===== config.mk =====
export PLATFORM = sky130hd
export DESIGN_NAME = seven_seg_scan_ctrl
export DESIGN_NICKNAME = d
export VERILOG_FILES = /design/src/rtl/seven_seg_scan_ctrl.sv
export SDC_FILE = /design/constraint.sdc
export NUM_CORES = 1
export LEC_CHECK = 0
export ABC_AREA = 1
export CAP_MARGIN = 10
export CORE_MARGIN = 4
export CORE_UTILIZATION = 40
export CTS_BUF_LIST = sky130_fd_sc_hd__clkbuf_4
export CTS_CLUSTER_DIAMETER = 100
export DETAILED_ROUTE_END_ITERATION = 10
export PLACE_DENSITY_LB_ADDON = 0.15
export SETUP_SLACK_MARGIN = 0.3
export SYNTH_ARGS = -nofsm -noshare
export SYNTH_HDL_FRONTEND = slang
export SYNTH_SLANG_ARGS = --single-unit

===== constraint.sdc =====
create_clock -name clk -period 1.7 [get_ports clk]
set_input_delay 0.51 -clock clk [delete_from_list [all_inputs] [get_ports clk]]
set_output_delay 0.51 -clock clk [all_outputs]
set_load 0.01 [all_outputs]

===== src/rtl/seven_seg_scan_ctrl.sv =====
// Multiplexed N-digit seven-segment driver: frame shadow, dead band per slot, adjust-mode blink.
// Optional leading-zero blanking is enabled by defining SEVSEG_LZ_BLANK_EN.
module seven_seg_scan_ctrl #(
   parameter int DIGITS    = 4,
   parameter int SCAN_DIV  = 50000,
   parameter int BLINK_DIV = 25000000,
   parameter int SEL_W     = $clog2(DIGITS)
) (
   input  logic                clk,
   input  logic                rst_n,
   input  logic [4*DIGITS-1:0] digits,
   input  logic [DIGITS-1:0]   dp,
   input  logic                adj,
   input  logic [SEL_W-1:0]    sel,
   output logic [DIGITS-1:0]   an,
   output logic [7:0]          seg
);

   localparam int SCAN_W  = $clog2(SCAN_DIV);
   localparam int BLINK_W = (BLINK_DIV > 1) ? $clog2(BLINK_DIV) : 1;
   localparam logic [SCAN_W-1:0]  SCAN_LAST  = SCAN_W'(SCAN_DIV - 1);
   localparam logic [BLINK_W-1:0] BLINK_LAST = BLINK_W'(BLINK_DIV - 1);
   localparam logic [SEL_W-1:0]   IDX_LAST   = SEL_W'(DIGITS - 1);

   logic [SCAN_W-1:0]   scan_cnt_q, scan_cnt_d;
   logic [SEL_W-1:0]    idx_q, idx_d;
   logic [BLINK_W-1:0]  blink_cnt_q, blink_cnt_d;
   logic                phase_q, phase_d;
   logic [4*DIGITS-1:0] dig_sh_q, dig_sh_d;
   logic [DIGITS-1:0]   dp_sh_q, dp_sh_d;
   logic                loaded_q, loaded_d;
   logic [DIGITS-1:0]   an_q, an_d;
   logic [7:0]          seg_q, seg_d;

   logic                scan_wrap;
   logic                frame_end;
   logic                blank;
   logic [3:0]          nib;
   logic                dp_bit;
   logic [6:0]          seg7;
   logic [DIGITS-1:0]   an_sel;

`ifdef SEVSEG_LZ_BLANK_EN
   logic [DIGITS-1:0]   lz_q, lz_d;
   logic                lz_run;
   logic                lz_bit;
`endif

   function automatic logic [6:0] dec7(input logic [3:0] n);
      logic [6:0] s;
      case (n)
         4'd0:    s = 7'b1000000;
         4'd1:    s = 7'b1111001;
         4'd2:    s = 7'b0100100;
         4'd3:    s = 7'b0110000;
         4'd4:    s = 7'b0011001;
         4'd5:    s = 7'b0010010;
         4'd6:    s = 7'b0000010;
         4'd7:    s = 7'b1111000;
         4'd8:    s = 7'b0000000;
         4'd9:    s = 7'b0010000;
         default: s = 7'b1111111;
      endcase
      return s;
   endfunction

   always_comb begin
      scan_wrap  = (scan_cnt_q == SCAN_LAST);
      frame_end  = scan_wrap && (idx_q == IDX_LAST);
      scan_cnt_d = scan_wrap ? '0 : scan_cnt_q + 1'b1;
      idx_d      = idx_q;
      if (scan_wrap) begin
         idx_d = (idx_q == IDX_LAST) ? '0 : idx_q + 1'b1;
      end

      // Blink timer only runs in adjust mode so the first off phase is a full period after adj rises.
      blink_cnt_d = '0;
      phase_d     = 1'b1;
      if (adj) begin
         if (blink_cnt_q == BLINK_LAST) begin
            blink_cnt_d = '0;
            phase_d     = ~phase_q;
         end else begin
            blink_cnt_d = blink_cnt_q + 1'b1;
            phase_d     = phase_q;
         end
      end

      dig_sh_d = dig_sh_q;
      dp_sh_d  = dp_sh_q;
      loaded_d = loaded_q;
      if (frame_end) begin
         dig_sh_d = digits;
         dp_sh_d  = dp;
         loaded_d = 1'b1;
      end

`ifdef SEVSEG_LZ_BLANK_EN
      lz_d   = lz_q;
      lz_run = 1'b1;
      if (frame_end) begin
         lz_d = '0;
         for (int i = DIGITS - 1; i >= 1; i--) begin
            lz_run  = lz_run && (digits[4*i +: 4] == 4'd0);
            lz_d[i] = lz_run;
         end
      end
`endif

      nib    = 4'hF;
      dp_bit = 1'b0;
      an_sel = '1;
`ifdef SEVSEG_LZ_BLANK_EN
      lz_bit = 1'b0;
`endif
      for (int i = 0; i < DIGITS; i++) begin
         if (idx_q == SEL_W'(i)) begin
            nib       = dig_sh_q[4*i +: 4];
            dp_bit    = dp_sh_q[i];
            an_sel[i] = 1'b0;
`ifdef SEVSEG_LZ_BLANK_EN
            lz_bit    = lz_q[i];
`endif
         end
      end

`ifdef SEVSEG_LZ_BLANK_EN
      seg7 = lz_bit ? 7'b1111111 : dec7(nib);
`else
      seg7 = dec7(nib);
`endif

      // Until the first frame is latched the display stays dark, anodes included.
      blank = (scan_cnt_q == '0) || !loaded_q || (adj && (sel == idx_q) && !phase_q);
      an_d  = blank ? '1 : an_sel;
      seg_d = blank ? 8'hFF : {~dp_bit, seg7};
   end

   always_ff @(posedge clk or negedge rst_n) begin
      if (!rst_n) begin
         scan_cnt_q  <= '0;
         idx_q       <= '0;
         blink_cnt_q <= '0;
         phase_q     <= 1'b1;
         dig_sh_q    <= '1;
         dp_sh_q     <= '0;
         loaded_q    <= 1'b0;
         an_q        <= '1;
         seg_q       <= 8'hFF;
      end else begin
         scan_cnt_q  <= scan_cnt_d;
         idx_q       <= idx_d;
         blink_cnt_q <= blink_cnt_d;
         phase_q     <= phase_d;
         dig_sh_q    <= dig_sh_d;
         dp_sh_q     <= dp_sh_d;
         loaded_q    <= loaded_d;
         an_q        <= an_d;
         seg_q       <= seg_d;
      end
   end

`ifdef SEVSEG_LZ_BLANK_EN
   always_ff @(posedge clk or negedge rst_n) begin
      if (!rst_n) begin
         lz_q <= '0;
      end else begin
         lz_q <= lz_d;
      end
   end
`endif

   assign an  = an_q;
   assign seg = seg_q;

endmodule


==> run metrics <==
core area 0.009864 mm^2; count of pins over their slew limit 0; initial antenna violation count 0; Syn Nets 545; critical path class flop to flop; final worst path period share 1.042; grt ovf 0; sequential cell area fraction in the yosys report 0.4785; Leak 2.991 nW; initial core utilization 0.4159; final setup fails 6; PwrDens 517.4 mW/mm^2; Distinct cells, synth 37; Final Critical Period 1.772 ns; Hold Fails Final Rpt 0; outcome finished, violations left; Peak Freq 0.5645 GHz; Slew @ Worst Pin 0.5642 ns; IO Pins 37; insertion delay to the later sink of the worst-skew pair 0.41 ns; Final ANT Viol Nets 0; DRC viols 0; Yosys Warn Count 0; slew margin rel. 0.6225; Die Height 109.3 um; DR WL/cell 14.61 um; adder-cell share of the synthesized area 0.02440; GPL Wtd Cong 0.9211; Final Skew 0.01178 ns; total track usage 0.1795; xor-xnor portion of the synthesized cell area 0.04270; RSZ-0062 raised after global routing true; GR Layer Usage met2 0.3026; largest net degree at the start of global routing 37; Layout area overhead 56.48%; synthesized cell area 0.004103 mm^2; clk sinks 77; peak supply drop 442.6 uV; setup ws final -0.07160 ns; FF+latch count, synth 77; Layout Cells excl Fill 774; Mapped Cells 512; NumNets Final 669; GRT busiest layer met2; DRT Pass-1 Iters 5; Critical Path RT 2.04 ns; Tot Pwr 3.321 mW; CTS Root Cell clkbuf_4; die width 109.3 um; CTS clk-pin slew, worst paths 0.13 ns; Placed Cells 704; TritonCTS buffer count 9; WP data arrival 2.11 ns; Layout Utilization 0.6508; DRT Wirelength 11,310 um; vias per inst 4.928; CTS tree done; Clock Tree Buf Depth 2; CP endpoint kind flop; TNS Setup -0.3063 ns; Setup crit start kind flop; dpl cell area 0.004930 mm^2; Simple-Gate Fraction of Synth Area 0.3074; main combinational cell family by area after synthesis simple AND/OR/NAND/NOR gates; crit-path max FO 7; Port Buffer Count 36; H-Tree Depth 3; compound-cell area share of the yosys netlist 0.06099; synthesized area per cell 8.013 um^2; violated checks negative setup slack; routed vias 3,814; Max-Cap Viols 0; first-pass GRT wire length 16,990 um; Hold Path Class flop to flop; met1 Use GR 0.2385; DRT iter0 DRCs 173; design area 0.006420 mm^2; multiplexer area fraction after synthesis 0; share of cells above drive strength 1 0.4914; Global Route met3 Usage 0.02664; vias in the first global route 3,699; FILL cells 769; post-detail-place hpwl 6844 um; DIE AREA 0.01194 mm^2; std cell rows 36; Diodes inserted 0
-- cells in the final DEF (no fill, tap or decap), types with 15 or more instances in the layout --
cell type	Yosys	routed
dfrtp_1	48	44
clkdlybuf4s50_1	0	23
dfstp_2	29	29
nor2_4	1	15
nand3_1	29	15
nand2_2	6	27
buf_4	0	52
nand2_4	1	25
nor2_1	60	42
o21ai_2	12	16
inv_1	76	56
nand2_1	134	88
xor2_1	16	15
buf_6	1	36
-- registers in the layout (all words and copies together), names as in the netlist --
| name | flops |
|---|---|
| an | 4 |
| seg | 8 |
| phase_q | 1 |
| dig_sh_q | 16 |
| blink_cnt_q | 25 |
| idx_q | 2 |
| scan_cnt_q | 16 |
| dp_sh_q | 4 |
| loaded_q | 1 |
-- layout make-up --
class                      instances  area, um^2  area share
clock buffer                      10       75.07     0.01169
inverter                          77       312.8     0.04872
timing repair buffer             120        1214      0.1890
clock inverter                     6       87.58     0.01364
tap                              133       166.4     0.02592
multi-input combinational        351        2596      0.4044
sequential                        77        1968      0.3066
-- synthesized netlist by cell type --
| master | count | area [um^2] |
|---|---|---|
| a21boi_0 | 1 | 7.510 |
| a21oi_1 | 14 | 70.07 |
| a22oi_1 | 1 | 7.510 |
| a31oi_1 | 1 | 6.260 |
| and2_1 | 1 | 6.260 |
| buf_1 | 1 | 3.750 |
| buf_12 | 1 | 20.02 |
| buf_2 | 2 | 10.01 |
| buf_6 | 1 | 11.26 |
| buf_8 | 1 | 15.01 |
| clkbuf_1 | 1 | 3.750 |
| dfrtp_1 | 48 | 1201 |
| dfstp_2 | 29 | 762.0 |
| ha_1 | 8 | 100.1 |
| inv_1 | 76 | 285.3 |
| inv_2 | 1 | 3.750 |
| nand2_1 | 134 | 503.0 |
| nand2_2 | 6 | 37.54 |
| nand2_4 | 1 | 11.26 |
| nand3_1 | 29 | 145.1 |
| nand4_1 | 13 | 81.33 |
| nor2_1 | 60 | 225.2 |
| nor2_2 | 2 | 12.51 |
| nor2_4 | 1 | 11.26 |
| nor2_8 | 1 | 20.02 |
| nor3_1 | 28 | 140.1 |
| nor3b_1 | 2 | 15.01 |
| nor4_1 | 4 | 25.02 |
| nor4_4 | 1 | 21.27 |
| o211ai_1 | 1 | 7.510 |
| o21ai_0 | 7 | 35.03 |
| o21ai_1 | 1 | 5.000 |
| o21ai_2 | 12 | 105.1 |
| o22ai_1 | 1 | 6.260 |
| or2_2 | 1 | 6.260 |
| xnor2_1 | 4 | 35.03 |
| xor2_1 | 16 | 140.1 |
-- cells by family after synthesis --
kind of cell	Yosys count
AO/OA/AOI/OAI	39
buffers and inverters	84
flip-flops	77
AND/OR/NAND/NOR	284
XOR/XNOR	20
adder cells (fa/ha/maj)	8
-- critical path: stages (launching register included) --
cell and delay (ns):
dfrtp_2 0.46, buf_12 0.12, ha_4 0.20, inv_4 0.05
nand2_1 0.09, nand3_2 0.11, nand2_2 0.11, nand2_4 0.08
ha_4 0.27, inv_2 0.02, nand2_1 0.04, nand2_1 0.05
nand2_1 0.05, nand2_1 0.04
-- metrics by stage --
stage                     setup slack, ns  hold slack [ns]
after floorplan                   0.04258           0.2144
after global placement            -0.1075           0.4022
after detailed placement          -0.1416           0.4051
after CTS                        -0.06275           0.4771
after global routing              -0.1574           0.4819
final                            -0.07160           0.4805
-- final timing paths --
path,start,endpoint,slack (ns),cells past startpoint
worst min-delay path,loaded_q,loaded_q,0.48,1
worst max register to register,idx_q[0],seg[3],-0.07,13
min in group asynchronous,rst_n,scan_cnt_q[11],0.49,2
worst max-delay path,idx_q[0],seg[3],-0.07,13
max in group asynchronous,rst_n,dig_sh_q[1],0.65,3
worst min register to register,loaded_q,loaded_q,0.48,1
-- where the power goes --
| group | total (mW) | switching (mW) | leakage (nW) | internal (mW) |
|---|---|---|---|---|
| Combinational | 0.194 | 0.0996 | 1.98 | 0.0943 |
| Sequential | 1.85 | 0.00586 | 0.931 | 1.85 |
| Clock | 1.28 | 0.666 | 0.0786 | 0.610 |
| Total | 3.32 | 0.772 | 2.99 | 2.55 |
-- repair_timing --
item | 4_1_cts | 5_1_grt
buffers inserted | 27 | 22
hold buffers | 1 | 0
resized for setup | 142 | 137
endpoints found under the hold margin | 7 | 0
pin swaps | 41 | 63
gates cloned | 2 | 2
endpoints found under the setup margin | 75 | 84
-- layer usage --
metal	up-vias	part of all wire
met5	-	0
met4	0	0.014
met3	13	0.027
met2	67	0.51
met1	1859	0.45
li1	1875	-
(Power assumes the default switching activity.)
